<file path="src/rtl/osc_rst_pkg.sv">
// Shared types, timing defaults and helpers for the oscillator reset sequencer.
package osc_rst_pkg;

    // Sequencer state encoding, also exported on the STATE debug port.
    typedef enum logic [2:0] {
        RST_HOLD    = 3'd0,
        WAIT_LOCK   = 3'd1,
        LOCK_STABLE = 3'd2,
        MSS_DELAY   = 3'd3,
        WAIT_MSS    = 3'd4,
        RUN         = 3'd5,
        ERROR       = 3'd6
    } osc_rst_state_e;

    // Default timing at the 50 MHz RC-oscillator clock.
    localparam int DEF_LOCK_STABLE_CYCLES = 1024;
    localparam int DEF_MSS_RELEASE_DELAY  = 256;
    localparam int DEF_MSS_READY_TIMEOUT  = 65535;
    localparam int DEF_SYNC_STAGES        = 2;

    // Ceiling log2, usable in constant expressions.
    function automatic int clog2(input int value);
        int res;
        res = 0;
        for (int i = 0; i < 31; i++) begin
            if ((32'sd1 <<< i) < value) begin
                res = i + 1;
            end else begin
                res = res;
            end
        end
        return res;
    endfunction

    // Largest of three values, used to size the shared counter.
    function automatic int max3(input int a, input int b, input int c);
        int m;
        m = (a > b) ? a : b;
        m = (m > c) ? m : c;
        return m;
    endfunction

endpackage

</file>
<file path="src/rtl/osc_rst_sync.sv">
// Multi-stage flop chain for bringing an asynchronous level into the CLK domain.
module osc_rst_sync
    import osc_rst_pkg::*;
#(
    parameter int STAGES = DEF_SYNC_STAGES
) (
    input  logic clk,
    input  logic rst_n,
    input  logic d,
    output logic q
);

    logic [STAGES-1:0] chain_r;

    // Shift the input through the chain; all stages clear on reset.
    always_ff @(posedge clk or negedge rst_n) begin
        if (!rst_n) begin
            chain_r <= '0;
        end else begin
            chain_r <= {chain_r[STAGES-2:0], d};
        end
    end

    assign q = chain_r[STAGES-1];

endmodule

</file>
<file path="src/rtl/osc_reset_sequencer.sv">
// Power-up reset sequencer: waits for stable CCC lock, releases the MSS,
// waits for MSS ready, then releases the fabric. Re-sequences on lock loss
// or soft-reset request and flags an MSS ready timeout.
module osc_reset_sequencer
    import osc_rst_pkg::*;
#(
    parameter int LOCK_STABLE_CYCLES = DEF_LOCK_STABLE_CYCLES,
    parameter int MSS_RELEASE_DELAY  = DEF_MSS_RELEASE_DELAY,
    parameter int MSS_READY_TIMEOUT  = DEF_MSS_READY_TIMEOUT,
    parameter int SYNC_STAGES        = DEF_SYNC_STAGES
) (
    input  logic       CLK,
    input  logic       RESETN,
    input  logic       CCC_LOCK,
    input  logic       MSS_READY,
    input  logic       SOFT_RESET_REQ,
    output logic       MSS_RESET_N,
    output logic       FABRIC_RESET_N,
    output logic       INIT_DONE,
    output logic       TIMEOUT_ERR,
    output logic [2:0] STATE
);

    localparam int CNT_W = clog2(max3(LOCK_STABLE_CYCLES, MSS_RELEASE_DELAY,
                                      MSS_READY_TIMEOUT)) + 1;
    localparam logic [CNT_W-1:0] LOCK_TC    = CNT_W'(LOCK_STABLE_CYCLES - 1);
    localparam logic [CNT_W-1:0] DELAY_TC   = CNT_W'(MSS_RELEASE_DELAY - 1);
    localparam logic [CNT_W-1:0] TIMEOUT_TC = CNT_W'(MSS_READY_TIMEOUT - 1);
    localparam logic [CNT_W-1:0] CNT_MAX    = {CNT_W{1'b1}};
    localparam logic [CNT_W-1:0] CNT_ONE    = {{(CNT_W-1){1'b0}}, 1'b1};

    logic           rst_rel_s;
    logic           lock_s;
    logic           ready_s;
    osc_rst_state_e state_r;
    osc_rst_state_e state_nxt_s;
    logic [CNT_W-1:0] cnt_r;
    logic           mss_reset_n_r;
    logic           fabric_reset_n_r;
    logic           init_done_r;
    logic           timeout_err_r;

    // Reset release: the FSM leaves RST_HOLD only after RESETN deassertion
    // has been synchronized to CLK.
    osc_rst_sync #(.STAGES(SYNC_STAGES)) u_sync_rst (
        .clk(CLK), .rst_n(RESETN), .d(1'b1), .q(rst_rel_s)
    );

    osc_rst_sync #(.STAGES(SYNC_STAGES)) u_sync_lock (
        .clk(CLK), .rst_n(RESETN), .d(CCC_LOCK), .q(lock_s)
    );

    osc_rst_sync #(.STAGES(SYNC_STAGES)) u_sync_ready (
        .clk(CLK), .rst_n(RESETN), .d(MSS_READY), .q(ready_s)
    );

    // Next-state selection; soft reset outranks lock loss, which outranks
    // ready, which outranks the timeout terminal count.
    always_comb begin
        state_nxt_s = state_r;
        if (SOFT_RESET_REQ && (state_r != RST_HOLD)) begin
            state_nxt_s = RST_HOLD;
        end else begin
            case (state_r)
                RST_HOLD: begin
                    if (rst_rel_s) state_nxt_s = WAIT_LOCK;
                    else           state_nxt_s = RST_HOLD;
                end
                WAIT_LOCK: begin
                    if (lock_s) state_nxt_s = LOCK_STABLE;
                    else        state_nxt_s = WAIT_LOCK;
                end
                LOCK_STABLE: begin
                    if (!lock_s)               state_nxt_s = WAIT_LOCK;
                    else if (cnt_r == LOCK_TC) state_nxt_s = MSS_DELAY;
                    else                       state_nxt_s = LOCK_STABLE;
                end
                MSS_DELAY: begin
                    if (!lock_s)                state_nxt_s = WAIT_LOCK;
                    else if (cnt_r == DELAY_TC) state_nxt_s = WAIT_MSS;
                    else                        state_nxt_s = MSS_DELAY;
                end
                WAIT_MSS: begin
                    if (!lock_s)                  state_nxt_s = WAIT_LOCK;
                    else if (ready_s)             state_nxt_s = RUN;
                    else if (cnt_r == TIMEOUT_TC) state_nxt_s = ERROR;
                    else                          state_nxt_s = WAIT_MSS;
                end
                RUN: begin
                    if (!lock_s) state_nxt_s = WAIT_LOCK;
                    else         state_nxt_s = RUN;
                end
                ERROR: begin
                    state_nxt_s = ERROR;
                end
                default: begin
                    state_nxt_s = RST_HOLD;
                end
            endcase
        end
    end

    // State, per-state counter and outputs, all decoded from the next state
    // so every output is a flop that changes on the same edge as STATE.
    always_ff @(posedge CLK or negedge RESETN) begin
        if (!RESETN) begin
            state_r          <= RST_HOLD;
            cnt_r            <= '0;
            mss_reset_n_r    <= 1'b0;
            fabric_reset_n_r <= 1'b0;
            init_done_r      <= 1'b0;
            timeout_err_r    <= 1'b0;
        end else begin
            state_r <= state_nxt_s;
            if (state_nxt_s != state_r) begin
                cnt_r <= '0;
            end else if (cnt_r != CNT_MAX) begin
                cnt_r <= cnt_r + CNT_ONE;
            end else begin
                cnt_r <= cnt_r;
            end
            mss_reset_n_r    <= (state_nxt_s == WAIT_MSS) || (state_nxt_s == RUN) ||
                                (state_nxt_s == ERROR);
            fabric_reset_n_r <= (state_nxt_s == RUN);
            init_done_r      <= (state_nxt_s == RUN);
            if (SOFT_RESET_REQ) begin
                timeout_err_r <= 1'b0;
            end else if (state_nxt_s == ERROR) begin
                timeout_err_r <= 1'b1;
            end else begin
                timeout_err_r <= timeout_err_r;
            end
        end
    end

    assign MSS_RESET_N    = mss_reset_n_r;
    assign FABRIC_RESET_N = fabric_reset_n_r;
    assign INIT_DONE      = init_done_r;
    assign TIMEOUT_ERR    = timeout_err_r;
    assign STATE          = state_r;

endmodule

</file>
<file path="config.mk">
export PLATFORM = sky130hd
export DESIGN_NAME = osc_reset_sequencer
export DESIGN_NICKNAME = d
export VERILOG_FILES = /design/src/rtl/osc_rst_pkg.sv /design/src/rtl/osc_rst_sync.sv /design/src/rtl/osc_reset_sequencer.sv
export SDC_FILE = /design/constraint.sdc
export NUM_CORES = 1
export LEC_CHECK = 0
export BUFFER_PORTS_ARGS = -buffer_cell sky130_fd_sc_hd__buf_2
export CAP_MARGIN = 0
export CORE_MARGIN = 2
export CORE_UTILIZATION = 60
export CTS_BUF_LIST = sky130_fd_sc_hd__clkbuf_4 sky130_fd_sc_hd__clkbuf_8
export CTS_CLUSTER_DIAMETER = 50
export DETAILED_ROUTE_END_ITERATION = 10
export HOLD_SLACK_MARGIN = 0.15
export PLACE_DENSITY = 0.79
export SLEW_MARGIN = 20
export SYNTH_ARGS = -nofsm -noshare
export SYNTH_HDL_FRONTEND = slang
export SYNTH_SLANG_ARGS = --single-unit
</file>
<file path="constraint.sdc">
create_clock -name CLK -period 6.8 [get_ports CLK]
set_input_delay 0 -clock CLK [delete_from_list [all_inputs] [get_ports CLK]]
set_output_delay 0 -clock CLK [all_outputs]
set_load 0.02 [all_outputs]
</file>
---- Word-level counts from Yosys, hierarchy flattened ----
Cells that the tools add are included.
W data, S select, Z words.
storage, ports and cells
  flip-flop bits (word level) ............. 29
  input bits .............................. 5
  output and inout port bits .............. 7
  logic and storage cells ................. 46
operators by class
  add/sub/neg operators ................... 1
  equality and inequality tests ........... 14
  muxes and demuxes ....................... 16
  reduce and logical (&&, ||, !) cells .... 7
operators with widths
  cell                     number
  $mux W17                 2
  $pmux W3 S7              1
  $eq A3 B3 Y1 const B     6
  $add A17 B1 Y17 const B  1
  $eq A17 B10 Y1 const B   1
  $eq A17 B16 Y1 const B   1
  $eq A17 B8 Y1 const B    1
  $ne A17 B17 Y1 const B   1
  $mux W3                  5
  $mux W2                  4
  $eq A3 B2 Y1 const B     2
  $mux W1                  4
  $reduce_bool A2 Y1       2
  $eq A3 B1 Y1 const B     1
  $logic_not A3 Y1         1
  $ne A3 B3 Y1             1
  $reduce_bool A3 Y1       1
  $logic_or A1 B1 Y1       2
  $logic_and A1 B1 Y1      1

---- Depth between registers and ports, before layout ----
Gate-level depths: netlist of the first run.
  depth in word-level cells ............... 9
  gate-level depth with buffers ........... 12
  depth with buffers taken out ............ 10

---- Modules after synthesis ----
From an unflattened synthesis of the first run, not the netlist that was laid out.
unflattened totals
  cells, all modules ...................... 153
  area, all modules ....................... 1,505.2 sq um
modules (own cells, without submodules)
  module               times used  cells each  area each (sq um)
  osc_reset_sequencer  1           147         1,355.0
  osc_rst_sync         3           2           50.0

---- Worst setup path after synthesis of the first run ----
Ideal clock, no wire load.
  path kind ............................... register -> register
  from .................................... register cnt_r[0]
  to ...................................... register cnt_r[0]
  data arrival time ....................... 2.225 ns
  data required time ...................... 6.664 ns
  path slack .............................. 4.439 ns
  stages on the path, launching flop included .. 8
  buffers on the path ..................... 1
  clock period less this slack ............ 2.361 ns
  path through ............................ dfrtp_1 ha_1 or4b_1 or4_4 a211oi_2 a2bb2oi_2 buf_6 nor4_1
between the ends
  longest elaborated chain between the ends .. 8
  elaborated cells between the ends (all ways) .. 18
  those cells by class .................... add/sub (1); eq/ne (5); mux (11); reduce/logical (1)
RTL lines
  element                                                RTL line                    text
  start: declaration                                     osc_reset_sequencer.sv:37   logic [CNT_W-1:0] cnt_r;
  start signal: assignment                               osc_reset_sequencer.sv:118  cnt_r <= cnt_r + CNT_ONE;
  start signal: assignment                               osc_reset_sequencer.sv:120  cnt_r <= cnt_r;
  $eq A17 B16 Y1                                         osc_reset_sequencer.sv:86   else if (cnt_r == TIMEOUT_TC) state_nxt_s = ERROR;
  $mux W2                                                osc_reset_sequencer.sv:86
  $mux W2                                                osc_reset_sequencer.sv:85   else if (ready_s) state_nxt_s = RUN;
  $mux W3                                                osc_reset_sequencer.sv:84   if (!lock_s) state_nxt_s = WAIT_LOCK;
  $pmux W3 S7                                            osc_reset_sequencer.sv:64   case (state_r)
  $mux W3                                                osc_reset_sequencer.sv:61   if (SOFT_RESET_REQ && (state_r != RST_HOLD)) begin
  $ne A3 B3 Y1                                           osc_reset_sequencer.sv:115  if (state_nxt_s != state_r) begin
  $mux W17 / $reduce_bool A2 Y1 (equally long branches)  --
Several ways; a longest one is shown, not always the timed one. The select of a mux whose other input is x is not followed.
A chain may end at the register's enable or synchronous reset.

---- Worst setup path in the final report of the first run ----
  from .................................... register cnt_r[0]
  to ...................................... register cnt_r[13]
Same word-level chain as after synthesis.

==> metrics.txt, run 1 <==
status=finished clean; Fmax=362.2 MHz; PortBufs=11; 1st-pass router iterations=4; number of diodes=0; Post-Syn Instances=171; number of synthesized flops with an enable pin=0; initial antenna violation count=0; first-pass GRT wire length=5.768 mm; via count=1,341; Crit-path slowest cell=a2bb2oi_2; Finish-stage setup viols=0; Final Skew=14.52 ps; post-CTS sizing=0; CP delay by family, top=simple AND/OR/NAND/NOR gates; total track usage=0.2387; crit path capture type=register; number of remaining DRC errors=0; largest net degree at the start of global routing=30; vias per cell=6.266; post-synthesis sequential element count=29; Synthesis Warnings=0; Clock Tree Root=clkbuf_4; Placeable Area=0.002686 sq mm; CTS tree=done; CP max stage delay=630 ps; Die Span Y=56.47 um; final hold slack=196.1 ps; Synth area leader=dfrtp_1; Setup Buffers After CTS=0; Post-DP Area=0.001692 sq mm; ys flop type=dfrtp_1; Routed WL=3.353 mm; DR WL/cell=15.67 um; peak supply drop=0.2561 mV; Horiz. Die Dim=56.47 um; std cell rows=19; crit start category=register; vias in the first global route=1,274; worst path cell trace=ha_1, or4b_1, or4_4, a211oi_2, a2bb2oi_2, nor4_1; layout cells sized above 1=0.1475; Cell Area, Synth=0.001652 sq mm; worst min path class=input port to asynchronous set/reset pin; Max Transition Viols Final=0; Data required, critical path=6980 ps; Post-Place Worst Slack=3964 ps; FF/Latch Area=725.7 sq um; multi-input combinational cell area=857.1 sq um; Worst Slack Setup Final=4039 ps; final period utilization=0.4060; die area=0.003188 sq mm; leak pwr=0.7532 nW; number of buffers created by CTS=5; GPL Wtd Cong=0.8228; TNS Setup=0 ps; top cells by area, synth=dfrtp_1, nor4_1, xnor2_1; nets=190; P per Cell Area=267.7 mW/mm^2; synthesized area per cell=9.658 sq um; Setup Crit Path Kind=register to register; Routed Antenna Nets=0; initial DRC count=71; Final Non-Filler Cells=214; CTS sink count=29; most numerous cell in the Yosys netlist=dfrtp_1; RSZ-0062 raised after global routing=no; Max Cap Viol=0; CTS H-tree lvls=2; Clk Latency, worst-skew pair=340 ps; Synth top area share=0.4394; grt total ovfl=0; Seq/Total Area, Yosys=0.4394; Final Hold Fails=0; CTS Buffer Depth=2; ys async rst share=1.000; worst path bufs/invs=0; synthesis-to-layout area growth=10.68%; syn nets=179; hpwl dp=2.275 mm; Final Cell Area=0.001828 sq mm; post-layout min period=2761 ps; CP arrival=2940 ps; Distinct cells, synth=45; IO Count=12; worst slew pin tran=790.9 ps; Initial Utilization=0.6148; clock edge transition at the registers on the reported setup and hold paths=100 ps; Cells after DPL=202; synth cell count leaders=dfrtp_1, nor4_1, nor2_1, nand2_1, xnor2_1; Max transition margin=0.4723; crit path max fanout=17; FILL cells=219
-- area by class of cell --
class,instances,share of cell area
multi-input cells,125,0.4689
flip-flops and latches,29,0.3970
repair buffers,15,0.05202
clock buffers,7,0.03217
well taps,31,0.02122
clock inverters,1,0.01643
inverters,6,0.01232
-- cells by family (layout without fill, tap and decap cells) --
group / Yosys count / count (layout) / synth area share
and+or+nand+nor: 82 / 82 / 0.2962
xor gates and xnor gates: 15 / 15 / 0.07955
AOI/OAI and AO/OA: 23 / 23 / 0.1076
adders and majority gates: 3 / 3 / 0.02273
other: 1 / 1 / 0.002271
DFF: 29 / 29 / 0.4394
muxes: 1 / 1 / 0.006061
buffers and inverters: 17 / 29 / 0.04621
-- repair_timing --
| action | in CTS | in global routing |
|---|---|---|
| endpoints found under the setup margin | 0 | 0 |
| hold buffers | 4 | 0 |
| endpoints found under the hold margin | 34 | 0 |
-- worst reg2reg max path: cells and delay by family, from the launching register on --
family                   cells  cell delay [ps]
AO/OA/AOI/OAI                2              870
AND/OR/NAND/NOR              3             1120
adder cells (fa/ha/maj)      1              220
flip-flops                   1              400
-- routing by layer --
| metal | routed length (um) | part of all wire | GRT usage | up-vias |
|---|---|---|---|---|
| met5 | 0 | 0 | 0 | - |
| met4 | 59 | 0.018 | 0.1020 | 0 |
| met3 | 220 | 0.066 | 0.07143 | 8 |
| met2 | 1576 | 0.47 | 0.3555 | 47 |
| met1 | 1497 | 0.45 | 0.3246 | 641 |
| li1 | - | - | - | 645 |
-- worst paths after layout --
path                            depth (start not counted)             startpoint                      to  slack [ps]
worst min-delay path                                    2                 RESETN                STATE[0]         200
worst min register to register                          0  u_sync_rst.chain_r[0]   u_sync_rst.chain_r[1]         340
worst max register to register                          6               cnt_r[0]               cnt_r[13]        4040
worst max-delay path                                    6               cnt_r[0]               cnt_r[13]        4040
max in group asynchronous                               2                 RESETN                cnt_r[3]        6190
min in group CLK                                        2               CCC_LOCK  u_sync_lock.chain_r[0]         320
-- cell usage in the layout (no fill, tap or decap), types with 3 or more instances in the layout --
cell           instances
dfrtp_1               29
nor4_1                19
nor2_1                15
nand2_1               14
buf_2                 11
xnor2_1                9
nand4_1                7
inv_1                  6
xor2_1                 6
clkbuf_4               6
a21oi_1                5
o21ai_0                4
dlygate4sd3_1          4
and3_1                 3
nand2b_1               3
and2_1                 3
ha_1                   3
-- registers in the layout (all words and copies together) (netlist names) --
name / count
INIT_DONE: 1
u_sync_ready.chain_r: 2
STATE: 3
MSS_RESET_N: 1
u_sync_rst.chain_r: 2
TIMEOUT_ERR: 1
cnt_r: 17
u_sync_lock.chain_r: 2
-- metrics by stage --
step,utilization,power [mW]
6_report,0.6805,0.4893
5_1_grt,0.6805,0.5131
4_1_cts,0.6777,0.4839
3_5_place_dp,0.6297,0.3310
3_3_place_gp,0.6297,0.3264
2_1_floorplan,-,0.3055
-- where the power goes --
part | internal (mW) | leakage [nW] | total, mW | switching [mW]
clock | 0.0917 | 0.0489 | 0.153 | 0.0616
sequential | 0.183 | 0.387 | 0.206 | 0.0231
combinational | 0.0427 | 0.317 | 0.130 | 0.0869
(Power assumes the default switching activity.)
==> inputs of run 2 (changes only) <==
--- a/config.mk
+++ b/config.mk
@@ -8,12 +8,12 @@
 export BUFFER_PORTS_ARGS = -buffer_cell sky130_fd_sc_hd__buf_2
 export CAP_MARGIN = 0
 export CORE_MARGIN = 2
-export CORE_UTILIZATION = 60
+export CORE_UTILIZATION = 56
 export CTS_BUF_LIST = sky130_fd_sc_hd__clkbuf_4 sky130_fd_sc_hd__clkbuf_8
 export CTS_CLUSTER_DIAMETER = 50
 export DETAILED_ROUTE_END_ITERATION = 10
 export HOLD_SLACK_MARGIN = 0.15
-export PLACE_DENSITY = 0.79
+export PLACE_DENSITY = 0.78
 export SLEW_MARGIN = 20
 export SYNTH_ARGS = -nofsm -noshare
 export SYNTH_HDL_FRONTEND = slang
==> constraint.sdc (replaced) <==
create_clock -name CLK -period 2.3 [get_ports CLK]
set_input_delay 0 -clock CLK [delete_from_list [all_inputs] [get_ports CLK]]
set_output_delay 0 -clock CLK [all_outputs]
set_load 0.02 [all_outputs]
==> run 2 against run 1 <==
Effect of this change: register-to-register slack lost 4000 ps; combinational power grew to 4.0 times the previous value; sequential share of layout area shrank 4.2 points; hold slack gained 7.3 ps; total power grew to 2.8 times the previous value; clock skew shrank 5.0 ps; non-clock buffer count grew 22; global-route usage shrank 0.10 points; design area grew 12%; largest power group unchanged; highest routed layer unchanged.
==> metrics.txt, run 2 (synthesized netlist as in run 1, its figures left out) <==
status=finished clean; Max Transition Viols Final=0 (unchanged); FF/Latch Area=725.7 sq um (unchanged); most frequent cells in the layout=dfrtp_1, nor4_1, buf_4, nand2_1, nor2_1; CP max stage delay=550 ps (-80 ps); Setup Crit Path Kind=register to register; Final Non-Filler Cells=236 (+10%); Routed Antenna Nets=0 (unchanged); crit path capture type=register; Setup crit end=cnt_r[12]; TNS Setup=0 ps (unchanged); vias per cell=6.021 (-3.9%); Final Hold Fails=0 (unchanged); worst min path class=input port to asynchronous set/reset pin; hpwl dp=2.469 mm (+8.5%); vias in the first global route=1,364 (+7.1%); CTS H-tree lvls=2 (unchanged); Finish-stage setup viols=0 (unchanged); Final Cell Area=0.002042 sq mm (+12%); Max transition margin=0.5911 (+0.1188); total track usage=0.2377 (-0.001033); CTS Buffer Depth=2 (unchanged); CP delay by family, top=simple AND/OR/NAND/NOR gates; Final Util=0.7341 (+0.05366); post-layout min period=2242 ps (-518.8 ps); FILL cells=192 (-12%); number of buffers created by CTS=5 (unchanged); Horiz. Die Dim=58.31 um (+3.3%); synthesis-to-layout area growth=23.64%; Placeable Area=0.002781 sq mm (+3.5%); Post-Place Worst Slack=-113.0 ps (-4077 ps); WL met3=165 um (-25%); Post-DP Area=0.001846 sq mm (+9.1%); worst slew pin tran=613.4 ps (-177.5 ps); crit start category=register; worst path cell trace=buf_6, or4b_4, or4_4, a211oi_2, a2bb2oi_2, buf_12, nor4_1; commonest non-fill, non-tap cell in the layout=dfrtp_1; GPL Wtd Cong=0.8579 (+4.3%); IO Count=12 (unchanged); final hold slack=203.4 ps (+7.321 ps); clock edge transition at the registers on the reported setup and hold paths=90 ps (about the same); Worst R2R End=cnt_r[12]; Data required, critical path=2510 ps (-4470 ps); Final Skew=9.489 ps (-5.029 ps); number of remaining DRC errors=0 (unchanged); P per Cell Area=678.3 mW/mm^2 (+150%); nets=212 (+12%); first-pass GRT wire length=5.982 mm (+3.7%); final period utilization=0.9747 (+0.5687); 1st-pass router iterations=4 (unchanged); leak pwr=0.8729 nW (+16%); crit path max fanout=17 (unchanged); largest register by flop count=cnt_r; std cell rows=19 (unchanged); FF-to-FF setup slack=60 ps (-3980 ps); Top Layer Used=met4; Routed WL=3.672 mm (+9.5%); Crit. path cell count=7 (+1); PortBufs=11 (unchanged); Clock Tree Root=clkbuf_4; RSZ-0062 raised after global routing=yes; initial antenna violation count=0 (unchanged); Crit-path slowest cell=or4b_4; met2 WL=1.826 mm (+16%); Max Cap Viol=0 (unchanged); Initial Utilization=0.5938 (-0.02102); PnR Total Power=1.385 mW (+180%); max FFs per register=17 (unchanged); Critical path origin=cnt_r[10]; worst reg-to-reg path cell count=7 (+1); met1 WL=1.580 mm (+5.5%); layout cells sized above 1=0.2927 (+0.1451); Die Span Y=58.31 um (+3.3%); DR WL/cell=15.56 um (-0.70%); via count=1,421 (+6.0%); die area=0.003399 sq mm (+6.6%); multi-input combinational cell area=907.1 sq um (+5.8%); Worst Slack Setup Final=58.14 ps (-3981 ps); grt total ovfl=0 (unchanged); CTS tree=done; CTS sink count=29 (unchanged); number of diodes=0 (unchanged); Cells after DPL=217 (+7.4%); initial DRC count=69 (-2.8%); worst r2r src=cnt_r[10]; peak supply drop=0.6789 mV (+170%); Fmax=446.1 MHz (+23%); worst path bufs/invs=2 (+2); largest net degree at the start of global routing=30 (unchanged); Clk Latency, worst-skew pair=340 ps (about the same); CP arrival=2460 ps (-480 ps)
-- run 2: where the power goes --
group          total, mW  switching, mW  internal (mW)
Clock              0.299          0.184          0.115
Sequential         0.567         0.0242          0.542
Combinational      0.519          0.317          0.202
Total               1.39          0.526          0.860
-- run 2: worst min-delay path by stage --
| stage | start | to | depth (start not counted) |
|---|---|---|---|
| after floorplan | RESETN | INIT_DONE | 0 |
| after global placement | RESETN | cnt_r[13] | 1 |
| after detailed placement | RESETN | cnt_r[13] | 1 |
| after CTS | RESETN | cnt_r[13] | 2 |
| after global routing | RESETN | cnt_r[3] | 2 |
| final | RESETN | cnt_r[13] | 2 |
-- run 2: what timing repair did --
item / in CTS / in global routing
pin swaps: 3 / 6
endpoints found under the setup margin: 6 / 17
setup buffers: 3 / 4
endpoints found under the hold margin: 35 / 0
hold buffers: 4 / 0
gates resized for setup: 4 / 8
-- run 2: cell type report --
type,count,share of cell area
tap,31,0.01900
clock buffer,5,0.01838
inverter,6,0.01103
timing repair buffer,37,0.1434
multi-input combinational,125,0.4442
sequential,29,0.3554
clock inverter,3,0.008578
-- run 2: metal layers --
layer | vias up | global-route usage
met5 | - | 0
met4 | 0 | 0.1362
met3 | 10 | 0.06593
li1 | 689 | -
met2 | 43 | 0.3740
met1 | 679 | 0.2940
==> inputs of run 3 (changes only) <==
--- a/config.mk
+++ b/config.mk
@@ -14,6 +14,7 @@
 export DETAILED_ROUTE_END_ITERATION = 10
 export HOLD_SLACK_MARGIN = 0.15
 export PLACE_DENSITY = 0.78
+export SETUP_SLACK_MARGIN = 0.2
 export SLEW_MARGIN = 20
 export SYNTH_ARGS = -nofsm -noshare
 export SYNTH_HDL_FRONTEND = slang
==> run 3 against run 2 <==
Effect of this change: register-to-register slack got worse by 20 ps; hold slack lost 4.7 ps; sequential share of layout area decreased by 2.3 points; largest cell class unchanged; highest routed layer unchanged; critical path type unchanged.
==> metrics.txt, run 3 (synthesized netlist as in run 1, its figures left out) <==
grt total ovfl=0 (unchanged); Routed WL=4.063 mm (+11%); PortBufs=11 (unchanged); max FFs per register=17 (unchanged); total track usage=0.2522 (+0.01457); CTS tree=done; crit path max fanout=17 (unchanged); commonest non-fill, non-tap cell in the layout=dfrtp_1; Max Cap Viol=0 (unchanged); Fmax=442.0 MHz (-0.91%); worst r2r src=cnt_r[10]; Final Util=0.7850 (+0.05083); met2 GRT Util=0.3965 (+0.02247); Horiz. Die Dim=58.31 um (unchanged); worst slew pin tran=612.0 ps (-1.316 ps); final hold slack=198.7 ps (-4.714 ps); Placeable Area=0.002781 sq mm (unchanged); GPL Wtd Cong=0.9149 (+6.6%); final period utilization=0.9837 (+0.008990); IO Count=12 (unchanged); Clk network pwr share=0.265 (+0.049); crit start category=register; layout cells sized above 1=0.3555 (+0.06277); Crit-path slowest cell=or4b_4; peak supply drop=0.9298 mV (+37%); Sequential Power Share=0.359 (-0.050); met3 GRT Util=0.05934 (-0.006593); Max Transition Viols Final=0 (unchanged); via count=1,487 (+4.6%); Die Span Y=58.31 um (unchanged); multi-input combinational cell area=970.9 sq um (+7.0%); internal power=1.005 mW (+17%); Post-Place Worst Slack=-29.09 ps (+83.89 ps); CP max stage delay=550 ps (about the same); post-layout min period=2263 ps (+20.68 ps); M1 GR Usage=0.3250 (+0.03100); largest register by flop count=cnt_r; Initial Utilization=0.5938 (unchanged); first-pass GRT wire length=6.306 mm (+5.4%); FF-to-FF setup slack=40 ps (-20 ps); CTS H-tree lvls=2 (unchanged); crit path capture type=register; part of the power in combinational logic=0.376 (about the same); CTS sink count=29 (unchanged); vias in the first global route=1,389 (+1.8%); CP arrival=2490 ps (+30 ps); Data required, critical path=2520 ps (about the same); Final Hold Fails=0 (unchanged); initial antenna violation count=0 (unchanged); P per Cell Area=723.2 mW/mm^2 (+6.6%); Setup Crit Path Kind=register to register; synthesis-to-layout area growth=32.20%; CTS Buffer Depth=2 (unchanged); clock edge transition at the registers on the reported setup and hold paths=100 ps (about the same); DR WL/cell=16.79 um (+7.9%); CP delay by family, top=simple AND/OR/NAND/NOR gates; hpwl dp=2.599 mm (+5.3%); sw power=0.5736 mW (+9.1%); Finish-stage setup viols=0 (unchanged); Worst Slack Setup Final=37.46 ps (-20.68 ps); number of diodes=0 (unchanged); worst min path class=input port to asynchronous set/reset pin; vias per cell=6.145 (+2.1%); largest net degree at the start of global routing=30 (unchanged); Clock Tree Root=clkbuf_4; Clk Latency, worst-skew pair=340 ps (about the same); most frequent cells in the layout=dfrtp_1, buf_4, nor4_1, nand2_1, nor2_1; FF/Latch Area=725.7 sq um (unchanged); worst path cell trace=buf_6, or4b_4, or4_4, a211oi_2, a2bb2oi_2, buf_12, nor4_1; initial DRC count=91 (+32%); Worst R2R End=cnt_r[2]; 1st-pass router iterations=4 (unchanged); status=finished clean; Routed Antenna Nets=0 (unchanged); Max transition margin=0.5920 (+0.0008770); nets=218 (+2.8%); number of remaining DRC errors=0 (unchanged); TNS Setup=0 ps (unchanged); worst path bufs/invs=2 (unchanged); RSZ-0062 raised after global routing=yes; number of buffers created by CTS=5 (unchanged); die area=0.003399 sq mm (unchanged); leak pwr=0.9216 nW (+5.6%); switching part of the total=0.3633 (-0.01613); Final Skew=12.13 ps (+2.646 ps); std cell rows=19 (unchanged); Most Used Layer, Global Route=met2; FILL cells=172 (-10%); worst reg-to-reg path cell count=7 (unchanged)
## run 3: changes by cell type in the layout (fill, tap and decap cells not counted), moves of 2 or more
cell,change
clkinv_2,-2
nor4_1,-4
nor4_2,+4
buf_4,+5
## run 3: per-stage QoR
stage                     power (mW)  cells  instance area (sq um)
after CTS                      1.539    236                   2064
after global routing           1.661    242                   2183
after detailed placement       1.098    218                   1863
final                          1.579    242                   2183
after global placement         1.069    218                   1863
after floorplan               0.9049    171                   1699
## run 3: worst max-delay path by stage
stage	endpoint	cells past startpoint	slack [ps]	startpoint
2_1_floorplan	cnt_r[0]	7	20	cnt_r[0]
3_3_place_gp	cnt_r[15]	10	40	cnt_r[10]
3_5_place_dp	cnt_r[9]	10	-30	cnt_r[11]
4_1_cts	cnt_r[9]	7	60	cnt_r[10]
5_1_grt	cnt_r[12]	8	-30	cnt_r[0]
6_report	cnt_r[2]	7	40	cnt_r[10]
## run 3: power groups by stage
stage / combinational, mW / sequential [mW] / clock, mW
2_1_floorplan: 0.307 / 0.598 / 0
3_3_place_gp: 0.500 / 0.568 / 0
3_5_place_dp: 0.527 / 0.571 / 0
4_1_cts: 0.546 / 0.561 / 0.432
5_1_grt: 0.641 / 0.571 / 0.449
6_report: 0.594 / 0.567 / 0.418
## run 3: layer usage
metal	up-vias	part of all wire
met5	-	0
li1	705	-
met4	0	0.025
met2	60	0.51
met1	710	0.41
met3	12	0.054
## run 3: cell type report
type,count,share of cell area
clock inverter,3,0.02120
sequential,29,0.3324
tap,31,0.01777
multi-input combinational,125,0.4447
inverter,6,0.01032
timing repair buffer,43,0.1564
clock buffer,5,0.01719
## run 3: worst register-to-register path, cell delays in order, from the launching register on
cell and delay, ps:
dfrtp_1 400, buf_6 130, or4b_4 550, or4_4 450
a211oi_2 180, a2bb2oi_2 200, buf_12 170, nor4_1 80
## run 3: repair_timing
| item | 4_1_cts | 5_1_grt |
|---|---|---|
| hold buffers | 4 | 0 |
| buffers inserted | 6 | 6 |
| endpoints found under the setup margin | 20 | 23 |
| gates resized for setup | 7 | 15 |
| pin swaps | 7 | 9 |
| hold endpoints to repair | 34 | 0 |
